### config.mk
export PLATFORM = sky130hd
export DESIGN_NAME = cmp_seq_flat
export DESIGN_NICKNAME = d
export VERILOG_FILES = /design/src/rtl/cmp_seq_if.sv /design/src/rtl/cmp_seq.sv /design/src/flat_wrapper.sv
export SDC_FILE = /design/constraint.sdc
export NUM_CORES = 1
export LEC_CHECK = 0
export CAP_MARGIN = 10
export CELL_PAD_IN_SITES_DETAIL_PLACEMENT = 1
export CELL_PAD_IN_SITES_GLOBAL_PLACEMENT = 1
export CORE_MARGIN = 10
export CORE_UTILIZATION = 34
export DETAILED_ROUTE_END_ITERATION = 8
export PLACE_DENSITY = 0.77
export SYNTH_ARGS = -nofsm -noshare
export SYNTH_HDL_FRONTEND = slang
export SYNTH_SLANG_ARGS = --single-unit
### constraint.sdc
create_clock -name clk -period 2.05 [get_ports clk]
set_input_delay 0.205 -clock clk [delete_from_list [all_inputs] [get_ports clk]]
set_output_delay 0.205 -clock clk [all_outputs]
set_load 0.05 [all_outputs]
### src/rtl/cmp_seq_if.sv
// cmp_seq_if: start/busy/done handshake and operand/result bundle for cmp_seq.
//   master : sequencer side. It drives start, signed_mode, x and y, and
//            observes busy, done, eq, lt and gt.
//   slave  : comparator side. It is the mirror image of master.
//   WIDTH  : operand width. It must match the WIDTH of the attached cmp_seq.
interface cmp_seq_if #(
  parameter int WIDTH = 8
);
  logic             start;
  logic             signed_mode;
  logic [WIDTH-1:0] x;
  logic [WIDTH-1:0] y;
  logic             busy;
  logic             done;
  logic             eq;
  logic             lt;
  logic             gt;

  modport master (
    output start, signed_mode, x, y,
    input  busy, done, eq, lt, gt
  );

  modport slave (
    input  start, signed_mode, x, y,
    output busy, done, eq, lt, gt
  );
endinterface

### src/rtl/cmp_seq.sv
// cmp_seq: sequential magnitude comparator for WIDTH-bit operands, signed or unsigned.
//   The compare walks CHUNK bits per cycle, starting with the MSB chunk.
//   With EARLY_EXIT=1 it may stop on the first differing chunk.
// Ports:
//   clk   : rising-edge clock.
//   rst_n : asynchronous active-low reset.
//   bus   : cmp_seq_if.slave.
//           - start latches x, y and signed_mode.
//           - busy is high while the compare runs.
//           - done is a one-cycle pulse.
//           - eq/lt/gt are one-hot, registered, and held between completions.
module cmp_seq #(
  parameter int WIDTH      = 8,
  parameter int CHUNK      = 2,
  parameter int EARLY_EXIT = 1
) (
  input  logic      clk,
  input  logic      rst_n,
  cmp_seq_if.slave  bus
);
  localparam int CH_SAFE = (CHUNK < 1) ? 1 : CHUNK;
  localparam int NCH     = WIDTH / CH_SAFE;
  localparam int IDX_W   = (NCH > 1) ? $clog2(NCH) : 1;
  localparam logic [WIDTH-1:0] MSB_MASK = WIDTH'(1) << (WIDTH - 1);

  generate
    if ((CHUNK < 1) || ((WIDTH % CH_SAFE) != 0)) begin : g_bad_width
      $error("cmp_seq: WIDTH must be a positive multiple of CHUNK");
    end
  endgenerate

  typedef enum logic [1:0] {S_IDLE, S_RUN, S_DONE} state_t;

  state_t           r_state, w_next;
  logic [WIDTH-1:0] r_x, r_y;
  logic             r_sgn;
  logic [IDX_W-1:0] r_idx;
  logic             r_dlt, r_dgt;   // sticky first-difference decision
  logic             r_eq, r_lt, r_gt;

  logic [WIDTH-1:0] w_xf, w_yf;
  logic [CHUNK-1:0] w_cx, w_cy;
  logic             w_clt, w_cgt;
  logic             w_load, w_fin;
  logic             w_dlt_n, w_dgt_n;

  // Flipping the sign bit maps two's complement onto an order-preserving
  // unsigned range, so a plain unsigned chunk compare works for both modes.
  assign w_xf = r_sgn ? (r_x ^ MSB_MASK) : r_x;
  assign w_yf = r_sgn ? (r_y ^ MSB_MASK) : r_y;

  // idx 0 selects the MSB chunk.
  assign w_cx  = CHUNK'(w_xf >> (CHUNK * (NCH - 1 - int'(r_idx))));
  assign w_cy  = CHUNK'(w_yf >> (CHUNK * (NCH - 1 - int'(r_idx))));
  assign w_clt = (w_cx < w_cy);
  assign w_cgt = (w_cx > w_cy);

  always_comb begin
    w_next  = r_state;
    w_load  = 1'b0;
    w_fin   = 1'b0;
    w_dlt_n = r_dlt;
    w_dgt_n = r_dgt;
    case (r_state)
      S_IDLE: begin
        if (bus.start) begin
          w_next = S_RUN;
          w_load = 1'b1;
        end
      end
      S_RUN: begin
        // Only the first differing chunk may set the decision.
        if (!r_dlt && !r_dgt) begin
          w_dlt_n = w_clt;
          w_dgt_n = w_cgt;
        end
        if (((EARLY_EXIT != 0) && (w_clt || w_cgt)) ||
            (r_idx == IDX_W'(NCH - 1))) begin
          w_next = S_DONE;
          w_fin  = 1'b1;
        end
      end
      S_DONE: begin
        if (bus.start) begin
          w_next = S_RUN;
          w_load = 1'b1;
        end else begin
          w_next = S_IDLE;
        end
      end
      default: w_next = S_IDLE;
    endcase
  end

  always_ff @(posedge clk or negedge rst_n) begin
    if (!rst_n) begin
      r_state <= S_IDLE;
      r_x     <= '0;
      r_y     <= '0;
      r_sgn   <= 1'b0;
      r_idx   <= '0;
      r_dlt   <= 1'b0;
      r_dgt   <= 1'b0;
      r_eq    <= 1'b0;
      r_lt    <= 1'b0;
      r_gt    <= 1'b0;
    end else begin
      r_state <= w_next;
      if (w_load) begin
        r_x   <= bus.x;
        r_y   <= bus.y;
        r_sgn <= bus.signed_mode;
        r_idx <= '0;
        r_dlt <= 1'b0;
        r_dgt <= 1'b0;
      end else if (r_state == S_RUN) begin
        r_idx <= r_idx + 1'b1;
        r_dlt <= w_dlt_n;
        r_dgt <= w_dgt_n;
      end
      if (w_fin) begin
        r_eq <= !w_dlt_n && !w_dgt_n;
        r_lt <= w_dlt_n;
        r_gt <= w_dgt_n;
      end
    end
  end

  assign bus.busy = (r_state == S_RUN);
  assign bus.done = (r_state == S_DONE);
  assign bus.eq   = r_eq;
  assign bus.lt   = r_lt;
  assign bus.gt   = r_gt;
endmodule
### src/flat_wrapper.sv
// flat-port wrapper written by rule: the top's interface ports become plain ports
module cmp_seq_flat 
#(
  parameter int WIDTH      = 8,
  parameter int CHUNK      = 2,
  parameter int EARLY_EXIT = 1
)
  (clk, rst_n, bus_start, bus_signed_mode, bus_x, bus_y, bus_busy, bus_done, bus_eq, bus_lt, bus_gt);
  cmp_seq_if #(.WIDTH(WIDTH)) bus_i ();
  input  logic clk;
  input  logic rst_n;
  input wire logic [$bits(bus_i.start)-1:0] bus_start;
  input wire logic [$bits(bus_i.signed_mode)-1:0] bus_signed_mode;
  input wire logic [$bits(bus_i.x)-1:0] bus_x;
  input wire logic [$bits(bus_i.y)-1:0] bus_y;
  output wire logic [$bits(bus_i.busy)-1:0] bus_busy;
  output wire logic [$bits(bus_i.done)-1:0] bus_done;
  output wire logic [$bits(bus_i.eq)-1:0] bus_eq;
  output wire logic [$bits(bus_i.lt)-1:0] bus_lt;
  output wire logic [$bits(bus_i.gt)-1:0] bus_gt;
  assign bus_i.start = bus_start;
  assign bus_i.signed_mode = bus_signed_mode;
  assign bus_i.x = bus_x;
  assign bus_i.y = bus_y;
  assign bus_busy = bus_i.busy;
  assign bus_done = bus_i.done;
  assign bus_eq = bus_i.eq;
  assign bus_lt = bus_i.lt;
  assign bus_gt = bus_i.gt;
  cmp_seq #(.WIDTH(WIDTH), .CHUNK(CHUNK), .EARLY_EXIT(EARLY_EXIT)) u_core (.clk(clk), .rst_n(rst_n), .bus(bus_i));
endmodule
; ---- Word level (Yosys, flattened, before mapping)
; Cells that the tools add are included.
[word_totals]
register_bits = 26
n_memories = 0
in_bits = 20
wordCells = 55
latch_bits = 0
rom_bits = 0
out_inout_bits = 5
ram_bits = 0
[classes]
add_sub_neg = 2
mux = 20
div = 0
shift = 2
bitwise = 2
n_eq_ne = 5
mul = 0
n_lt_le_gt_ge = 2
n_reduce_logical = 12
[op_table]
columns = op, n
row1 = $shr A8 B32 Y2, 2
row2 = $mux W8, 2
row3 = $mux W1, 13
row4 = $mux W2, 4
row5 = $pmux W2 S3, 1
row6 = $eq A2 B2 Y1 const B, 2
row7 = $logic_not A1 Y1, 4
row8 = $sub A2 B2 Y3 const A, 1
row9 = $add A2 B1 Y2 const B, 1
row10 = $eq A2 B1 Y1 const B, 1
row11 = $gt A2 B2 Y1, 1
row12 = $logic_and A1 B1 Y1, 2
row13 = $logic_not A2 Y1, 1
row14 = $logic_or A1 B1 Y1, 2
row15 = $lt A2 B2 Y1, 1
row16 = $ne A2 B1 Y1 const B, 1
row17 = $ne A2 B2 Y1 const B, 1
row18 = $not A1 Y1, 2
row19 = $reduce_and A2 Y1, 1
row20 = $reduce_bool A2 Y1, 1
row21 = $reduce_or A2 Y1, 1

; ---- Depth between registers and ports, before layout
[depth]
ltp_word = 8
mapped_depth = 7
ltp_nobuf = 7

; ---- Worst setup path before layout
; OpenSTA, ideal clock, no wires.
[synth_path]
kind = register to register
startpoint = register u_core.r_sgn
endpoint = register u_core.r_lt (netlist: u_core.bus.lt)
path_buffers = 0
required_ns = 1.925
path_stages_with_launch = 7
setup_slack_ns = 0.016
synth_period_minus_slack_ns = 2.034
arrival_ns = 1.909
cell_sequence = dfrtp_1 > xor2_1 > mux4_2 > ha_1 > o211ai_2 > o21ai_2 > mux2_4
[synth_between]
elab_chain_len = 7
[synth_rtl]
columns = item, line_no
row1 = "start, declared", cmp_seq.sv:36  ; logic r_sgn;
row2 = "start signal, assigned", cmp_seq.sv:112  ; r_sgn <= bus.signed_mode;
row3 = "$mux W8, on equally long branches", "cmp_seq.sv:49, cmp_seq.sv:50"
row4 = "$shr A8 B32 Y2, on equally long branches", "cmp_seq.sv:53, cmp_seq.sv:54"
row5 = $lt A2 B2 Y1 or $gt A2 B2 Y1 (tied branches), "cmp_seq.sv:55, cmp_seq.sv:56"
row6 = $logic_or A1 B1 Y1 (2 in series), cmp_seq.sv:77  ; if (((EARLY_EXIT != 0) && (w_clt || w_cgt)) ||
row7 = $mux W1, cmp_seq.sv:77
row8 = $mux W1, cmp_seq.sv:64  ; case (r_state)
row9 = "end signal, assigned", cmp_seq.sv:123  ; r_lt <= w_dlt_n;
row10 = "end, declared", cmp_seq.sv:39  ; logic r_eq, r_lt, r_gt;
; Several ways; a longest one is shown, not always the timed one.
; A chain may end at the register's enable or synchronous reset.

; ---- Worst setup path after layout
[layout_path]
startpoint = register u_core.r_x[7]
endpoint = register u_core.r_lt (netlist: u_core.bus.lt)
[layout_between]
elab_chain_len = 8
[layout_rtl]
columns = item, line_no
row1 = "start, declared", cmp_seq.sv:35  ; logic [WIDTH-1:0] r_x, r_y;
row2 = "start signal, assigned", cmp_seq.sv:110  ; r_x <= bus.x;
row3 = $not A1 Y1 (no source line), --
row4 = $mux W8 (*), cmp_seq.sv:49  ; assign w_xf = r_sgn ? (r_x ^ MSB_MASK) : r_x;
row5 = $shr A8 B32 Y2 (*), cmp_seq.sv:53  ; assign w_cx = CHUNK'(w_xf >> (CHUNK * (NCH - 1 - int'(r_idx))));
row6 = $lt A2 B2 Y1 or $gt A2 B2 Y1 (tied branches), "cmp_seq.sv:55, cmp_seq.sv:56"
row7 = $logic_or A1 B1 Y1 (2 in series), cmp_seq.sv:77
row8 = $mux W1, cmp_seq.sv:77
row9 = $mux W1, cmp_seq.sv:64
; Every way passes the cells marked *; elsewhere a longest branch is shown, timed or not.

==> impl_metrics.xml <==
<?xml version="1.0" encoding="UTF-8"?>
<metrics>
  <group name="floorplanning">
    <metric name="initial_utilization" unit="%">36.0</metric>
    <metric name="design.die.area" unit="mm²">0.00638</metric>
    <metric name="ios" unit="">25</metric>
    <metric name="row_count" unit="">21</metric>
    <metric name="fp.dieH" unit="µm">79.9</metric>
    <metric name="die_w" unit="µm">79.9</metric>
    <metric name="core-area" unit="mm²">0.00339</metric>
  </group>
  <group name="clock_tree">
    <metric name="clock-sinks" unit="">26</metric>
    <metric name="clkLatencyLatePin" unit="ns">0.31</metric>
    <metric name="cts.reportedPaths.clkPinSlew" unit="ns">0.14</metric>
    <metric name="htree_num_levels" unit="">1</metric>
    <metric name="root_buffer" unit="">clkbuf_4</metric>
    <metric name="cts_max_path_buffers" unit="">2</metric>
    <metric name="cts.hold.buffers_added" unit="">0</metric>
    <metric name="cts_made_buffers" unit="">3</metric>
    <metric name="clock_tree_from_tritoncts" unit="">done</metric>
  </group>
  <group name="sta">
    <metric name="min_period_over_period" unit="%">99.0</metric>
    <metric name="number_of_pins_with_negative_max_slew_slack_in_the_final_report" unit="">0</metric>
    <metric name="final.setup_skew" unit="ns">0.00538</metric>
    <metric name="clock.fmax" unit="MHz">493</metric>
    <metric name="timing.final.hold_violations" unit="">0</metric>
    <metric name="final.setup.worst_slack" unit="ns">0.0199</metric>
    <metric name="relSlewSlack" unit="%">51.7</metric>
    <metric name="min_period" unit="ns">2.03</metric>
    <metric name="worst_slew_pin_slew" unit="ns">0.724</metric>
    <metric name="setup-tns-final" unit="ns">0</metric>
    <metric name="setup_viol" unit="">0</metric>
    <metric name="rsz0062_at_grt" unit="">yes</metric>
  </group>
  <group name="layout">
    <metric name="fin_cells" unit="">198</metric>
    <metric name="layout.cells.most_common_list" unit="">nand2_1 (53), dfrtp_1 (25), clkdlybuf4s50_1 (23)</metric>
    <metric name="finish.net_count" unit="">177</metric>
    <metric name="filler_cell_count" unit="">387</metric>
    <metric name="antennaDiodeCount" unit="">0</metric>
    <metric name="syn_to_final_growth" unit="%">30.7</metric>
    <metric name="mostFrequentLayoutCell" unit="">nand2_1</metric>
    <metric name="share_of_cells_above_drive_strength_1" unit="%">13.8</metric>
  </group>
  <group name="yosys">
    <metric name="synthFlopType" unit="">dfrtp_1</metric>
    <metric name="synth_area_leader_cell" unit="">dfrtp_1</metric>
    <metric name="yosysWarningCount" unit="">0</metric>
    <metric name="share_of_yosys_cell_area_claimed_by_the_top_area_cell_type" unit="%">53.3</metric>
    <metric name="syn_inst" unit="">121</metric>
    <metric name="synth.mux.area_fraction" unit="%">10.6</metric>
    <metric name="postSynthAreaPerCell" unit="µm²">10.1</metric>
    <metric name="seq_area_frac_synth" unit="%">53.3</metric>
    <metric name="synth_top_family_by_area" unit="">simple AND/OR/NAND/NOR gates</metric>
    <metric name="synth-compound-area-share" unit="%">7.08</metric>
    <metric name="synth_nets" unit="">144</metric>
    <metric name="netlist-cell-type-count" unit="">27</metric>
    <metric name="synthArstFlopShare" unit="%">100</metric>
    <metric name="synth-simple-area-share" unit="%">20.4</metric>
    <metric name="synth_edf_count" unit="">0</metric>
    <metric name="ys_seq_elements" unit="">26</metric>
    <metric name="synth_area" unit="mm²">0.00122</metric>
    <metric name="fraction_of_synthesized_cell_area_in_xor_and_xnor_cells" unit="%">1.44</metric>
    <metric name="synth_fa_ha_area_share" unit="%">3.08</metric>
    <metric name="synth_area_leaders" unit="">dfrtp_1 (53%), nand2_1 (16%), mux4_2 (5.5%)</metric>
  </group>
  <group name="routing">
    <metric name="drt-pass1-iter-count" unit="">3</metric>
    <metric name="detail_route.wl_per_cell" unit="µm">15.4</metric>
    <metric name="drcViolationCount" unit="">0</metric>
    <metric name="routed_via_density" unit="">4.73</metric>
    <metric name="wire_length_after_detailed_routing" unit="µm">3040</metric>
    <metric name="overall_via_count_from_detail_route" unit="">936</metric>
    <metric name="detail-route-antenna-nets" unit="">0</metric>
    <metric name="drt-initial-drc-count" unit="">54</metric>
  </group>
  <group name="power_and_ir_drop">
    <metric name="pwr_density_cell" unit="mW/mm²">1770</metric>
    <metric name="irDropWorstVdd" unit="µV">484</metric>
    <metric name="totalPowerFinal" unit="W">0.00281</metric>
    <metric name="power.static_leakage" unit="nW">0.781</metric>
  </group>
  <group name="placement">
    <metric name="post-place-cells" unit="">194</metric>
    <metric name="place_congestion" unit="">0.768</metric>
    <metric name="dpl_worst_slack" unit="ns">-0.0366</metric>
    <metric name="dp_hpwl" unit="µm">2410</metric>
    <metric name="placement.io_buffers" unit="">24</metric>
  </group>
  <group name="worst_setup_path">
    <metric name="worst_setup_path_class" unit="">reg2reg</metric>
    <metric name="critical_path.endpoint_type" unit="">register</metric>
    <metric name="startpoint_type" unit="">register</metric>
    <metric name="crit_path_cell_trace" unit="">xor2_1, mux4_2, ha_4, o211ai_4, o21ai_2, mux2_4</metric>
    <metric name="worst_path_max_delay_cell" unit="">mux4_2</metric>
    <metric name="crit_required" unit="ns">2.27</metric>
    <metric name="arrival" unit="ns">2.25</metric>
    <metric name="critical_path.max_fanout" unit="">3</metric>
    <metric name="slowest_delay" unit="ns">0.49</metric>
  </group>
  <group name="grt">
    <metric name="first_pass_grt_wire_length" unit="µm">5160</metric>
    <metric name="number_of_antenna_violations_at_the_first_check_in_global_routing" unit="">0</metric>
    <metric name="global_route.usage.total" unit="%">10.1</metric>
    <metric name="first_global_vias" unit="">1106</metric>
    <metric name="globalRoute.totalOverflow" unit="">0</metric>
    <metric name="grt_start_max_net_pins" unit="">27</metric>
  </group>
  <group name="flow_run">
    <metric name="timing.max_cap.violations" unit="">0</metric>
  </group>
  <group name="hold_path">
    <metric name="min_path_type" unit="">in2async</metric>
  </group>
  <group name="run_status">
    <metric name="run_status" unit="">finished, final reports clean</metric>
  </group>
</metrics>
## cell families after synthesis
kind of cell,count (synthesis)
buffers and inverters,10
AOI/OAI and AO/OA,12
DFF,26
muxes,7
xor gates and xnor gates,2
adders and majority gates,3
and+or+nand+nor,61
## worst paths after layout
path                                   endpoint  slack [ns]  depth (start not counted)     startpoint
worst max-delay path              u_core.bus.lt        0.02                          6  u_core.r_x[7]
worst min-delay path              u_core.bus.gt        0.25                          2          rst_n
worst max register to register    u_core.bus.lt        0.02                          6  u_core.r_x[7]
worst min register to register    u_core.r_x[0]        0.50                          2  u_core.r_x[0]
max in group asynchronous       u_core.r_idx[0]        1.53                          2          rst_n
min in group clk                  u_core.r_y[2]        0.40                          3       bus_y[2]
## flip-flops by register name (all words and copies together) (netlist names)
| name | flops |
|---|---|
| u_core.bus.eq | 1 |
| u_core.bus.gt | 1 |
| u_core.bus.lt | 1 |
| u_core.r_dgt | 1 |
| u_core.r_dlt | 1 |
| u_core.r_idx | 2 |
| u_core.r_sgn | 1 |
| u_core.r_state | 2 |
| u_core.r_x | 8 |
| u_core.r_y | 8 |
## synth_stat cells (2+ instances only)
library cell and count:
xor2_1 2, nand2_1 53, dfrtp_1 26, inv_1 5, a21oi_1 2, o21ai_0 2, nor3_1 2, nor2_1 2
buf_4 3, mux4_2 3, mux2i_1 2, nor2b_1 2, ha_1 3
## report_power, final
part	internal, W	leakage, nW	total, W	switching, W
clock	0.0000687	0.0138	0.000212	0.000143
combinational	0.000815	0.444	0.00169	0.000871
sequential	0.000744	0.323	0.000916	0.000172
## cell type report
| cell class | count | area, µm² | area share, % |
|---|---|---|---|
| sequential | 26 | 652 | 40.9 |
| multi-input combinational | 85 | 541 | 33.9 |
| timing repair buffer | 32 | 299 | 18.8 |
| tap | 46 | 57.6 | 3.61 |
| clock buffer | 3 | 22.5 | 1.41 |
| inverter | 6 | 22.5 | 1.41 |
## through the flow
stage          area, µm²  utilization (%)  hold slack, ns
6_report            1590             47.0           0.245
5_1_grt             1590             47.0           0.248
4_1_cts             1590             46.8           0.245
3_5_place_dp        1540             45.5           0.474
3_3_place_gp        1540             45.5           0.456
2_1_floorplan       1220                -         -0.0906
## critical path, delay by kind of cell (launching register included)
family          cells  cell delay [ns]
mux                 2             0.80
fa+ha+maj           1             0.31
flops               1             0.42
compound gates      2             0.23
xor+xnor            1             0.16
## metal layers
metal  global-route usage [%]  part of all wire [%]  up-vias
li1                         -                     -      458
met1                     11.0                    41      458
met2                     18.1                    53       18
met3                     3.04                   6.0        2
met4                     3.17                  0.43        0
met5                        0                     0        -
## repair_timing
item	4_1_cts	5_1_grt
pin swaps	3	1
resized for setup	4	0
buffers inserted	0	1
setup endpoints to repair	3	2
Power figures use the tool's default switching activity.
==> RTL edit 1: new RTL, config.mk and constraints unchanged <==
The 3 states of `state_t` get a one-hot encoding in 3 bits.
--- a/src/rtl/cmp_seq.sv
+++ b/src/rtl/cmp_seq.sv
@@ -29,7 +29,7 @@
     end
   endgenerate
 
-  typedef enum logic [1:0] {S_IDLE, S_RUN, S_DONE} state_t;
+  typedef enum logic [2:0] {S_IDLE = 3'b001, S_RUN = 3'b010, S_DONE = 3'b100} state_t;
 
   state_t           r_state, w_next;
   logic [WIDTH-1:0] r_x, r_y;
Check against the original RTL: no difference found for any inputs over 10 cycles, from zero or initial values and one cycle with rst_n low; not proved beyond that.
==> RTL edit 1 against the original RTL <==
  * The run now ends with setup timing left
  * Routed wire length down 12%
  * Synthesized area up 3.9%
  * Sequential power up 4.5%
  * Critical path depth up 1
  * Sequential cell count up 1
  * Setup slack worse by 0.062 ns
  * Final area up 5.0%
  * Critical path type unchanged
  * Highest routed layer unchanged
  * Maximum frequency down 3.0%
  * Clock power up 42%
  * Total power up 5.6%
==> RTL edit 1: results (changes against the original RTL) <==
status=complete, but fails checks; failing checks=setup timing; Worst Slack Setup Final=-0.0425 ns (-0.0624 ns); Detailed Route Iter0 Violations=33 (-39%); I/O Buffers=24 (unchanged); YS warnings=0 (unchanged); HPWL after DPL=2080 µm (-14%); Max VDD drop=0.000619 V (+28%); largest net degree at the start of global routing=28 (+3.7%); syn nets=113 (-22%); async set or reset register ratio after synthesis=100% (unchanged); gate count of the mapped netlist=90 (-26%); Worst-path clk slew=0.09 ns (-0.05 ns); largest registers=u_core.r_x (8), u_core.r_y (8), u_core.r_state (3); largest cells by area after synthesis=dfrtp_1 (51%), mux2_2 (15%), mux4_2 (7.1%); vias in the first global route=914 (-17%); final cell count without fillers=171 (-14%); max_slew headroom=66.6% (+15 points); via count=823 (-12%); Cell Area, Placed=1600 µm² (+3.6%); worst-path fanout max=3 (unchanged); cts bufs inserted=3 (unchanged); WL/cell=15.6 µm (+1.5%); clock latency on the worst-skew pair=0.27 ns (-0.04 ns); layout cells sized above 1=39.0% (+25 points); ANT cells=0 (unchanged); Final GP Congestion=0.864 (+12%); Hold/Removal Path Class=input port to async pin; Root Driver=clkbuf_8; Synth top cells by count=dfrtp_1 (26), mux2_2 (17), inv_1 (5), nor2_1 (5), mux4_2 (4); htree depth=1 (unchanged); nets=147 (-17%); total track usage=8.86% (-1.2 points); slowest CP cell=mux4_2; setup_tns=-0.0427 ns (-0.0427 ns); Max Root-Sink Buffers=2 (unchanged); 1st-pass router iterations=4 (+1); skew final=0.00297 ns (-0.00241 ns); Setup violations, final=2 (+2); sequential area share after synthesis=53.4% (+0.072 points); first-pass GRT wire length=4500 µm (-13%); pre-CTS setup slack=-0.140 ns (-0.103 ns); Pleak=0.000719 µW (-8.0%)
-- RTL edit 1: cell type report --
type | instances | area, µm²
clock buffers | 4 | 45.0
flip-flops and latches | 27 | 679
multi-input cells | 55 | 564
inverters | 6 | 25.0
fillers | 396 | 1960
repair buffers | 31 | 300
well taps | 48 | 60.1
-- RTL edit 1: worst paths after layout --
check	end	startpoint	depth (start not counted)	slack (ns)
max	u_core.bus.gt	u_core.r_sgn	7	-0.04
min in group clk	u_core.r_y[0]	u_core.r_y[0]	1	0.51
min	u_core.r_x[7]	rst_n	2	0.30
max reg2reg	u_core.bus.gt	u_core.r_sgn	7	-0.04
max in group asynchronous	u_core.r_state[0]	rst_n	2	1.45
min reg2reg	u_core.r_y[0]	u_core.r_y[0]	1	0.51
-- RTL edit 1: cells by family after synthesis --
kind of cell               after synthesis  synth area share (%)
adders and majority gates                3                  2.96
and+or+nand+nor                         15                  6.61
muxes                                   25                  25.9
buffers and inverters                    8                  3.75
xor gates and xnor gates                 3                  2.07
DFF                                     27                  53.4
AOI/OAI and AO/OA                        9                  5.33
-- RTL edit 1: layer usage --
| metal | vias up | share of wire [%] | global-route usage [%] |
|---|---|---|---|
| met1 | 412 | 41 | 9.80 |
| li1 | 384 | - | - |
| met3 | 7 | 5.3 | 2.21 |
| met5 | - | 0 | 0 |
| met4 | 0 | 3.3 | 5.71 |
| met2 | 20 | 50 | 14.9 |
-- RTL edit 1: report_power, final --
part	internal [µW]	switching, µW
Combinational	907	807
Sequential	793	164
Clock	139	161
-- RTL edit 1: what timing repair did --
| action | 4_1_cts | 5_1_grt |
|---|---|---|
| resized for setup | 4 | 3 |
| setup endpoints to repair | 2 | 6 |
| pin swaps | 3 | 4 |
| setup buffers | 1 | 0 |
==> RTL edit 2: new RTL, same settings <==
Made on the original files. `WIDTH` is set to 8 in 3 places; all go to 16.
--- a/src/rtl/cmp_seq_if.sv
+++ b/src/rtl/cmp_seq_if.sv
@@ -4,7 +4,7 @@
 //   slave  : comparator side. It is the mirror image of master.
 //   WIDTH  : operand width. It must match the WIDTH of the attached cmp_seq.
 interface cmp_seq_if #(
-  parameter int WIDTH = 8
+  parameter int WIDTH = 16
 );
   logic             start;
   logic             signed_mode;
--- a/src/rtl/cmp_seq.sv
+++ b/src/rtl/cmp_seq.sv
@@ -10,7 +10,7 @@
 //           - done is a one-cycle pulse.
 //           - eq/lt/gt are one-hot, registered, and held between completions.
 module cmp_seq #(
-  parameter int WIDTH      = 8,
+  parameter int WIDTH      = 16,
   parameter int CHUNK      = 2,
   parameter int EARLY_EXIT = 1
 ) (
--- a/src/flat_wrapper.sv
+++ b/src/flat_wrapper.sv
@@ -1,7 +1,7 @@
 // flat-port wrapper written by rule: the top's interface ports become plain ports
 module cmp_seq_flat 
 #(
-  parameter int WIDTH      = 8,
+  parameter int WIDTH      = 16,
   parameter int CHUNK      = 2,
   parameter int EARLY_EXIT = 1
 )
Interface: changed (resized bus_x and bus_y); port bits go from 25 to 41. No check against the original RTL was run, so the function may have changed too.
==> RTL edit 2 against the original RTL <==
  * The run now ends with setup timing left
  * Die area up 46%
  * Sequential cell count increased by 17
  * Final cell count rose by 33%
  * Total power is 51% higher
  * Final area up 68%
  * Setup slack worse by 0.25 ns
  * First-iteration DRC count fell by 59%
  * Routed wire length up 47%
  * Synthesized area increased by 64%
  * Critical path type unchanged
  * Largest power group unchanged
==> RTL edit 2: results (changes against the original RTL) <==
largest net degree at the start of global routing=44 (+63%); max_slew headroom=38.7% (-13 points); Setup violations, final=7 (+7); critical path endpoint=u_core.r_dlt; async set or reset register ratio after synthesis=100% (unchanged); skew final=0.00678 ns (+0.00140 ns); failing checks=setup timing; initial antenna violation count=0 (unchanged); R2R cell count=7 (+1); first-pass GRT wire length=7860 µm (+52%); Root Driver=clkbuf_8; Hold/Removal Path Class=input port to async pin; Final GP Congestion=0.764 (-0.53%); HPWL after DPL=3480 µm (+44%); Worst-path clk slew=0.08 ns (-0.06 ns); ANT cells=0 (unchanged); status=complete, but fails checks; sequential area share after synthesis=53.9% (+0.52 points); pre-CTS setup slack=-0.252 ns (-0.215 ns); Worst Setup SP=u_core.r_idx[0]; Synth top cells by count=dfrtp_1 (43), mux2_1 (26), mux2_2 (9); Detailed Route Iter0 Violations=22 (-59%); vias in the first global route=1,603 (+45%); I/O Buffers=40 (+67%); CP Data Arrival Time=2.51 ns (+0.26 ns); WL/cell=17.0 µm (+10%); number of flops mapped to enable cells by yosys=0 (unchanged); 1st-pass router iterations=3 (unchanged); clock latency on the worst-skew pair=0.30 ns; YS warnings=0 (unchanged); cts bufs inserted=5 (+2); Worst Slack Setup Final=-0.234 ns (-0.254 ns); Max Root-Sink Buffers=2 (unchanged); Min Hold Slack=0.0351 ns (-0.210 ns); distinct cell type count after synthesis=30 (+11%); vias per cell=4.91 (+3.8%); layout cells sized above 1=26.7% (+13 points); Pleak=0.00111 µW (+42%); htree depth=2 (+1); nets=230 (+30%); total track usage=10.2% (+0.12 points); largest cells by area after synthesis=dfrtp_1 (54%), mux2_1 (15%), mux2_2 (5.1%); Max VDD drop=0.000619 V (+28%); worst-path fanout max=6 (+3); largest registers=u_core.r_x (16), u_core.r_y (16), u_core.r_idx (3); syn nets=179 (+24%)
## RTL edit 2: changes by cell type after synthesis, sizes merged, moves of 2 or more
cell / change
a22o: +2
xor2: -2
nor3b: +2
a21oi: +5
mux2: +34
mux2i: +3
mux4: +2
nand2: -51
xnor2: +2
dfrtp: +17
## RTL edit 2: power by group
group          switching [µW]  total (µW)  internal [µW]
combinational            1000        2240           1230
sequential                270        1500           1230
clock                     278         516            238
## RTL edit 2: routing by layer
layer	wire, µm	part of all wire (%)	vias to the layer above	track usage (%)
li1	-	-	604	-
met1	1790	40	654	10.6
met2	2420	54	30	18.1
met3	220	4.9	3	4.33
met4	33	0.74	0	2.71
met5	0	0	-	0
## RTL edit 2: logic make-up (layout without fill, tap and decap cells)
group | after synthesis | count (layout) | synth area share [%]
muxes | 46 | 46 | 29.6
DFF | 43 | 43 | 53.9
AOI/OAI and AO/OA | 18 | 18 | 5.76
and+or+nand+nor | 14 | 14 | 3.76
buffers and inverters | 12 | 64 | 3.69
adders and majority gates | 4 | 4 | 2.50
xor gates and xnor gates | 2 | 2 | 0.877
## RTL edit 2: worst max-delay path, stage by stage, from the launching register on
cell     delay [ns]
dfrtp_2        0.46
buf_6          0.14
mux4_2         0.50
a22oi_2        0.22
ha_4           0.24
a21o_1         0.20
or3_1          0.33
a21oi_2        0.12
## RTL edit 2: how the worst min path moves through the flow
stage | start | to | cells after the start
floorplan | rst_n | u_core.bus.eq | 0
global placement | rst_n | u_core.r_y[10] | 1
detailed placement | rst_n | u_core.r_y[10] | 1
CTS | rst_n | u_core.r_y[10] | 1
global route | rst_n | u_core.r_y[10] | 1
finish | rst_n | u_core.r_y[10] | 1
## RTL edit 2: layout make-up
type	count	area [µm²]
Tap cell	72	90.1
Timing Repair Buffer	51	495
Inverter	5	18.8
Clock inverter	2	12.5
Clock buffer	6	72.6
Sequential cell	43	1080
Multi-Input combinational cell	84	910
Fill cell	596	2930
## RTL edit 2: what timing repair did
item / in CTS / in global routing
gates cloned: 0 / 0
setup buffers: 2 / 0
endpoints found under the setup margin: 7 / 7
pin swaps: 5 / 0
resized for setup: 13 / 3
## RTL edit 2: through the flow
stage / std cells / util, % / TNS (ns) / area [µm²]
finish: 263 / 47.7 / -1.02 / 2680
global route: 263 / 47.7 / -1.77 / 2680
CTS: 263 / 47.5 / -1.06 / 2670
detailed placement: 253 / 44.7 / -1.13 / 2510
global placement: 253 / 44.7 / -0.886 / 2510
floorplan: 139 / - / -0.299 / 1990
